File: src/rtl/rr_arbiter8.sv
// rr_arbiter8: 8-way round-robin arbiter with a bounded hold time.
// A requester keeps its grant while it keeps requesting, but once it has held
// for MAX_HOLD cycles it must yield to any other requester. The search for the
// next winner starts just below the last granted index and wraps downward.
module rr_arbiter8 #(
  parameter int unsigned MAX_HOLD = 4
) (
  input  logic       clk,
  input  logic       rst,
  input  logic [7:0] req,
  output logic [7:0] grant,
  output logic [2:0] grant_id,
  output logic       grant_valid
);

  typedef enum logic {IDLE = 1'b0, BUSY = 1'b1} state_t;

  localparam logic [3:0] MAX_HOLD_C = 4'(MAX_HOLD);

  state_t     state_q, state_d;
  logic [2:0] ptr_q, ptr_d;
  logic [3:0] hold_cnt_q, hold_cnt_d;
  logic [7:0] grant_q, grant_d;
  logic       grant_valid_q, grant_valid_d;

  // Requests seen by the search. When the holder is still requesting, the
  // only reason to search is to hand over, so the holder is masked out.
  logic       excl_holder;
  logic [7:0] search_req;
  logic [2:0] cand_idx [8];
  logic [7:0] cand_hit;
  logic       found;
  logic [2:0] win_idx;

  assign excl_holder = (state_q == BUSY) && req[ptr_q];
  assign search_req  = excl_holder ? (req & ~(8'd1 << ptr_q)) : req;

  // Candidate gi is the (gi+1)-th index below ptr, modulo 8; position 0 is
  // searched first and position 7 (ptr itself) last.
  for (genvar gi = 0; gi < 8; gi++) begin : g_cand
    assign cand_idx[gi] = ptr_q - 3'(gi + 1);
    assign cand_hit[gi] = search_req[cand_idx[gi]];
  end

  // Priority pick: the lowest search position that has a request wins.
  always_comb begin
    found   = 1'b0;
    win_idx = ptr_q;
    for (int i = 7; i >= 0; i--) begin
      if (cand_hit[i]) begin
        found   = 1'b1;
        win_idx = cand_idx[i];
      end
    end
  end

  // State register: reset clears everything at once, without waiting for clk.
  always_ff @(posedge clk or posedge rst) begin
    if (rst) begin
      state_q       <= IDLE;
      ptr_q         <= 3'd0;
      hold_cnt_q    <= 4'd0;
      grant_q       <= 8'd0;
      grant_valid_q <= 1'b0;
    end else begin
      state_q       <= state_d;
      ptr_q         <= ptr_d;
      hold_cnt_q    <= hold_cnt_d;
      grant_q       <= grant_d;
      grant_valid_q <= grant_valid_d;
    end
  end

  // Next-state logic: decide keep / hand over / new grant / drop to idle.
  always_comb begin
    state_d       = state_q;
    ptr_d         = ptr_q;
    hold_cnt_d    = hold_cnt_q;
    grant_d       = grant_q;
    grant_valid_d = grant_valid_q;
    case (state_q)
      IDLE: begin
        if (found) begin
          state_d       = BUSY;
          ptr_d         = win_idx;
          hold_cnt_d    = 4'd1;
          grant_d       = 8'd1 << win_idx;
          grant_valid_d = 1'b1;
        end
      end
      BUSY: begin
        if (req[ptr_q] && (hold_cnt_q < MAX_HOLD_C)) begin
          hold_cnt_d = hold_cnt_q + 4'd1;
        end else if (found) begin
          // Either the holder has used up its hold budget and someone else
          // is waiting, or the holder released and another takes over with
          // no idle bubble.
          ptr_d         = win_idx;
          hold_cnt_d    = 4'd1;
          grant_d       = 8'd1 << win_idx;
          grant_valid_d = 1'b1;
        end else if (!req[ptr_q]) begin
          state_d       = IDLE;
          grant_d       = 8'd0;
          grant_valid_d = 1'b0;
        end
        // Otherwise the holder is alone at the limit: keep it, count saturated.
      end
      default: state_d = IDLE;
    endcase
  end

  // Outputs come straight from flops; ptr always equals the last granted
  // index, so it doubles as grant_id and holds through idle periods.
  always_comb begin
    grant       = grant_q;
    grant_id    = ptr_q;
    grant_valid = grant_valid_q;
  end

endmodule

File: config.mk
export PLATFORM = sky130hd
export DESIGN_NAME = rr_arbiter8
export DESIGN_NICKNAME = d
export VERILOG_FILES = /design/src/rtl/rr_arbiter8.sv
export SDC_FILE = /design/constraint.sdc
export NUM_CORES = 1
export LEC_CHECK = 0
export ABC_AREA = 1
export BUFFER_PORTS_ARGS = -buffer_cell sky130_fd_sc_hd__buf_2
export CORE_ASPECT_RATIO = 0.8
export CORE_MARGIN = 2
export CORE_UTILIZATION = 38
export CTS_BUF_LIST = sky130_fd_sc_hd__clkbuf_16
export DETAILED_ROUTE_END_ITERATION = 7
export GPL_ROUTABILITY_DRIVEN = 0
export GPL_TIMING_DRIVEN = 0
export PLACE_DENSITY_LB_ADDON = 0.05
export SLEW_MARGIN = 20
export SYNTH_ARGS = -nofsm -noshare
export SYNTH_HDL_FRONTEND = slang
export SYNTH_SLANG_ARGS = --single-unit
File: constraint.sdc
create_clock -name clk -period 7.5 [get_ports clk]
set_input_delay 1.5 -clock clk [delete_from_list [all_inputs] [get_ports clk]]
set_output_delay 1.5 -clock clk [all_outputs]
set_load 0.05 [all_outputs]
* Yosys cells after proc, flatten, opt, wreduce, memory -nomap -nowiden
Index checks and enable logic that the tools add are counted.
Operators by class: $add $sub $neg 8, magnitude comparators 9, equality and inequality tests 3, shift-type cells 2, mux-type cells 55, bitwise gates (word level) 3, reduce and logical (&&, ||, !) cells 3
Operators by type and width (number):
- 8-bit two-way mux | 5
- 3-bit by 4-bit less-than comparator with 1-bit output (second input constant) | 8
- 1-bit binary-select mux with 3-bit select | 9
- 3-bit two-way mux | 9
- 1-bit two-way mux | 25
- 8-bit case mux with 2 select lines | 1
- 1-bit by 3-bit left shift with 8-bit output (first input constant) | 2
- 3-bit subtractor (second input constant) | 4
- 8-bit AND | 1
- 4-bit two-way mux | 2
- 8-bit NOT | 1
- 4-bit case mux with 2 select lines | 1
- 3-bit case mux with 2 select lines | 1
- 3-bit by 2-bit subtractor with 3-bit output (second input constant) | 2
- 4-bit by 1-bit adder with 4-bit output (second input constant) | 1
- 4-bit by 3-bit less-than comparator with 1-bit output (second input constant) | 1
- 2-bit inequality test (second input constant) | 2
- 1-bit case mux with 2 select lines | 2
- 3-bit inequality test (second input constant) | 1
- 3-bit AND reduction | 1
- 3-bit by 1-bit subtractor with 3-bit output (second input constant) | 1
- 1-bit logical AND | 2
- 1-bit NOT | 1
Storage, ports and cells: register bits after elaboration 17, input bits 10, word-level logic and storage cells 88

* Longest topological paths before layout
depth after elaboration 17, mapped depth 24

* Worst setup path before layout
OpenSTA, ideal clock, no wires.
path kind input -> register, start input port req[5], end register grant_q[7] (netlist: grant[7]), arrival time 3.023 ns, data required time 7.382 ns, path slack 4.359 ns, cell stages on the path 19, cells stage by stage inv_1 -> nand2_1 -> nand3_1 -> nand2_2 -> inv_2 -> nand2_4 -> nand3_1 -> nand3_1 -> nand3_2 -> nand3_1 -> nand2_1 -> nor2_2 -> nand3_2 -> a21oi_2 -> nor2_2 -> nand3_1 -> nor2_1 -> nand2_1 -> nand2_1
Between the ends: word-level cells in the longest chain between the ends 17, elaborated cells between the ends (all ways) 46, classes of those cells eq/ne (3); shift (1); mux (38); bitwise (1); reduce/logical (3)
RTL lines:
- start: declaration | RTL line 10 | input logic [7:0] req,
- 1-bit binary-select mux with 3-bit select | RTL line 35, 92, 102
- 1-bit two-way mux (not written as such) | RTL line 35, 92, 102
- 1-bit logical AND | RTL line 35 | assign excl_holder = (state_q == BUSY) && req[ptr_q];
- 8-bit two-way mux | RTL line 36 | assign search_req = excl_holder ? (req & ~(8'd1 << ptr_q)) : req;
- 1-bit binary-select mux with 3-bit select | RTL line 42 | assign cand_hit[gi] = search_req[cand_idx[gi]];
- 1-bit two-way mux (not written as such) | RTL line 42
- 3-bit two-way mux or 1-bit two-way mux (tied branches) (7 in series) | RTL line 50 | if (cand_hit[i]) begin
- 1-bit by 3-bit left shift with 8-bit output or 1-bit two-way mux (tied branches) | RTL line 87, 100, 50
- 8-bit two-way mux | RTL line 94 | end else if (found) begin
- 8-bit two-way mux | RTL line 92 | if (req[ptr_q] && (hold_cnt_q < MAX_HOLD_C)) begin
- 8-bit case mux with 2 select lines | RTL line 81 | case (state_q)
- end signal: assignment | RTL line 69 | grant_q <= grant_d;
- end: declaration | RTL line 23 | logic [7:0] grant_q, grant_d;
Several ways; a longest one is shown, not always the timed one. The select of a mux whose other input is x is not followed. A chain may end at the register's enable or synchronous reset.

* Final worst setup path
start input port req[7], end register grant_q[7] (netlist: grant[7])
Same word-level chain as after synthesis.

==> summary by stage <==
Clock network
The TritonCTS clock tree is done. For the worst-skew pair, the clock arrives at the later sink with an insertion delay of 0.25 ns. The number of instances resized during post-cts repair is 0. The maximum clock path buffer count is 2. The number of setup buffers added after CTS is 0. The level count of the clock H-tree is 1.

The number of clock buffers added by TritonCTS is 3. The CTS root buffer is sky130_fd_sc_hd__clkbuf_16. The number of hold buffers added after CTS was 0.

After clock tree synthesis, the clock-pin slew on the worst setup and hold paths is 0.05 ns. The total clock sinks is 17.

Timing
In the finished design, the share of the clock period the worst path needs comes to 0.453. The clock period minus worst slack is between 3 and 4 ns. The max-slew violation count is 0. Setup slack on the critical path of the routed design comes to roughly 4.1 ns. The pin slew with the least headroom to its limit is between 0.6 and 0.7 ns. In this run the tightest slew margin relative to its limit is 0.570. Based on the critical path, the design can be clocked at up to between 200 and 300 MHz. The hold violation total from the final report is 0. Summed over all failing endpoints, the final setup total negative slack is 0 ns.

The final count of negative-setup-slack endpoints is 0. Between clock sinks in the finished design, the worst skew comes to about 0.0035 ns. Setup repair after global routing left no endpoint under its margin.

Setup path
By startpoint and endpoint, the worst setup path is classified as in -> reg. Traced cell by cell, the critical path runs through buf_2 > inv_1 > nand2_1 > nand3_1 > nand2_2 > inv_2 > nand2_4 > nand3_1 > nand3_1 > nand3_1 > nand3_1 > o21ai_2 > nor2_2 > nand3_2 > a21oi_2 > nor2_2 > nand3_1 > nor2_1 > nand2_1 > nand2_1. The endpoint identified for the worst register-to-register timing path is grant[7]$_DFFE_PP0P_.

Data on the critical path arrives at its endpoint at around 3.5 ns. For this design, the slowest cell found on the critical path is sky130_fd_sc_hd__nand3_2. The worst setup path is captured at a flop. The maximum fanout encountered on the critical timing path is 7. The setup slack on the worst flop-to-flop path is 4.58 ns. In this run the critical register-to-register path is launched from grant_id[0]$_DFFE_PP0P_.

The worst stage delay on the critical path is approximately 0.17 ns. The cell seen most often among critical-path stages is sky130_fd_sc_hd__nand3_1. Among cell families on the critical path, the largest total delay comes from simple AND/OR/NAND/NOR gates. The worst setup path is launched from a primary input. Counting both buffers and inverters, the worst setup path holds a total of 3.

The worst-case reg-to-reg path depth is 16. The data required time of the worst path is roughly 7.6 ns.

Final layout
The filler cells instantiated in the layout total between 400 and 500. The share of layout cells above drive strength 1 is 0.204. The layout overhead on the synthesized area is 15.9%. The final-stage net count is around 300. The number of non-filler instances in the completed layout is roughly 340. The number of antenna cells inserted is 0. Summing all flip-flop and latch instances after layout gives roughly 430 um2. The multi-input combinational cells in the finished layout cover a total of 1010 um2.

Floorplanning
The floorplan step set the die height to between 60 and 70 um. The floorplan die area is about 4800 um2. From left edge to right edge, the die measures 76.8 um. Pin placement for this block handled 22 I/O pins. The core outline area is roughly 4100 um2. For this configuration, the core starts out at a cell density of 0.391.

Row generation in the floorplan step produced 21 rows.

Global routing
The all-layer global routing usage is 0.195. The via count of the first global-routing pass is ~1600. The remaining global-route overflow is 0. The global-route wire length before repair is 7.58 mm. The maximum number of pins on one net before global-route repair is 18. The initial antenna violation count is 0.

Worst hold path
The type of the tightest min-delay check is reg -> reg. The number of cells on the worst hold path is 2. For hold timing, the worst endpoint is grant_valid$_DFFE_PP0P_. In this run the most critical hold path is launched from grant_valid$_DFFE_PP0P_.

Route
The remaining antenna violation count after routing is 0. The total routed wirelength is about 4.2 mm. After detailed routing, the number of remaining DRC violations is 0.

The violation count after the first detailed-route iteration is about 150. The total number of vias is roughly 1700. The detailed-routing iteration count for the pre-antenna-repair pass is 4. The per-cell routed wire length is between 10 and 15 um. Using the TritonRoute via totals, the vias-per-cell ratio works out to roughly 4.9.

Yosys
The average size of a mapped cell is approximately 6.2 um2. In this run, synthesis produced a sequential element count of 17. The Yosys step of the flow raised 0 warnings. The netlist uses 24 different library cells. The synthesized netlist net count is approximately 280. Of the synthesized area, sequential elements account for 0.264. The mapped netlist covers around 1600 um2. The number of instances in the synthesized netlist is 260.

Place
Input and output buffers added on the ports amount to 21. OpenSTA, run right after detailed placement, puts the worst setup slack at roughly 3.9 ns. Detailed placement ended at an HPWL of between 3 and 4 mm. The instance count after placement with tap cells included is 338.

Run
The max capacitance violation total is 0.

Run status
The run finished with clean final reports.
-- flip-flops by register name, indices dropped and copies added (netlist names) --
| register | flops |
|---|---|
| grant | 8 |
| grant_id | 3 |
| grant_valid | 1 |
| hold_cnt_q | 4 |
| state_q | 1 |
-- worst max path at each step --
stage,startpoint,end,slack (ns),depth (start not counted)
finish,req[7],grant[7]$_DFFE_PP0P_,4.10,20
global route,req[7],grant[7]$_DFFE_PP0P_,3.86,20
CTS,req[4],grant[7]$_DFFE_PP0P_,4.12,20
detailed placement,req[4],grant[7]$_DFFE_PP0P_,3.87,20
global placement,req[7],grant_id[1]$_DFFE_PP0P_,3.86,18
floorplan,req[5],grant[7]$_DFFE_PP0P_,4.36,19
-- kinds of logic after synthesis --
group / synth area share
compound gates: 0.0629
flops: 0.264
simple gates: 0.498
xor+xnor: 0.00544
buf+inv: 0.107
fa+ha+maj: 0.0621
-- per-stage QoR --
stage	hold WS, ns	utilization	cell area, um2
after floorplan	0.451	-	1610
after global placement	0.453	0.433	1790
after detailed placement	0.458	0.433	1790
after CTS	0.471	0.453	1870
after global routing	0.489	0.453	1870
final	0.464	0.453	1870
-- cell usage after synthesis --
| library cell | instances | area (um2) |
|---|---|---|
| sky130_fd_sc_hd__nand3_1 | 53 | 265 |
| sky130_fd_sc_hd__nand3_2 | 7 | 70.1 |
| sky130_fd_sc_hd__inv_2 | 8 | 30.0 |
| sky130_fd_sc_hd__buf_2 | 2 | 10.0 |
| sky130_fd_sc_hd__a22o_1 | 1 | 8.76 |
| sky130_fd_sc_hd__clkinv_2 | 1 | 5.00 |
| sky130_fd_sc_hd__o21ai_0 | 4 | 20.0 |
| sky130_fd_sc_hd__a21oi_2 | 1 | 8.76 |
| sky130_fd_sc_hd__clkbuf_1 | 1 | 3.75 |
| sky130_fd_sc_hd__nand4_1 | 3 | 18.8 |
| sky130_fd_sc_hd__xnor2_1 | 1 | 8.76 |
| sky130_fd_sc_hd__nor2_1 | 15 | 56.3 |
| sky130_fd_sc_hd__nand2_2 | 5 | 31.3 |
| sky130_fd_sc_hd__o21ai_2 | 1 | 8.76 |
| sky130_fd_sc_hd__inv_1 | 27 | 101 |
| sky130_fd_sc_hd__nor3_1 | 2 | 10.0 |
| sky130_fd_sc_hd__nor2_2 | 4 | 25.0 |
| sky130_fd_sc_hd__o21ai_1 | 2 | 10.0 |
| sky130_fd_sc_hd__nand2_4 | 1 | 11.3 |
| sky130_fd_sc_hd__ha_1 | 8 | 100 |
| sky130_fd_sc_hd__buf_4 | 3 | 22.5 |
| sky130_fd_sc_hd__a21oi_1 | 9 | 45.0 |
| sky130_fd_sc_hd__dfrtp_1 | 17 | 425 |
| sky130_fd_sc_hd__nand2_1 | 84 | 315 |
-- layer usage --
metal / GRT usage / routed length (um)
met5: 0 / 0
met4: 0.0205 / 14
met3: 0.0392 / 244
met2: 0.282 / 1670
met1: 0.308 / 2270
-- worst reg2reg max path, stage by stage, from the launching register on --
cell,delay [ns]
sky130_fd_sc_hd__dfrtp_1,0.56
sky130_fd_sc_hd__inv_2,0.12
sky130_fd_sc_hd__buf_2,0.22
sky130_fd_sc_hd__ha_1,0.32
sky130_fd_sc_hd__buf_4,0.17
sky130_fd_sc_hd__inv_1,0.16
sky130_fd_sc_hd__nand3_1,0.13
sky130_fd_sc_hd__nand3_1,0.17
sky130_fd_sc_hd__nand2_1,0.12
sky130_fd_sc_hd__nor2_2,0.16
sky130_fd_sc_hd__nand3_2,0.17
sky130_fd_sc_hd__a21oi_2,0.16
sky130_fd_sc_hd__nor2_2,0.07
sky130_fd_sc_hd__nand3_1,0.12
sky130_fd_sc_hd__nor2_1,0.06
sky130_fd_sc_hd__nand2_1,0.06
sky130_fd_sc_hd__nand2_1,0.04
-- final cells by class --
class | instances | area share
Multi-Input combinational cell | 201 | 0.543
Sequential cell | 17 | 0.228
Inverter | 36 | 0.0730
Timing Repair Buffer | 21 | 0.0563
Clock buffer | 3 | 0.0402
Tap cell | 57 | 0.0382
Buffer | 6 | 0.0194
Clock inverter | 1 | 0.00268
-- cell usage in the layout (no fill, tap or decap), types with 5 or more instances in the layout --
cell type,count
sky130_fd_sc_hd__nand2_1,84
sky130_fd_sc_hd__nand3_1,53
sky130_fd_sc_hd__inv_1,27
sky130_fd_sc_hd__buf_2,23
sky130_fd_sc_hd__dfrtp_1,17
sky130_fd_sc_hd__nor2_1,15
sky130_fd_sc_hd__a21oi_1,9
sky130_fd_sc_hd__inv_2,8
sky130_fd_sc_hd__ha_1,8
sky130_fd_sc_hd__nand3_2,7
sky130_fd_sc_hd__nand2_2,5
Power is not shown: default switching activity piles up to over one toggle a cycle in this logic, so the estimate is an artifact.
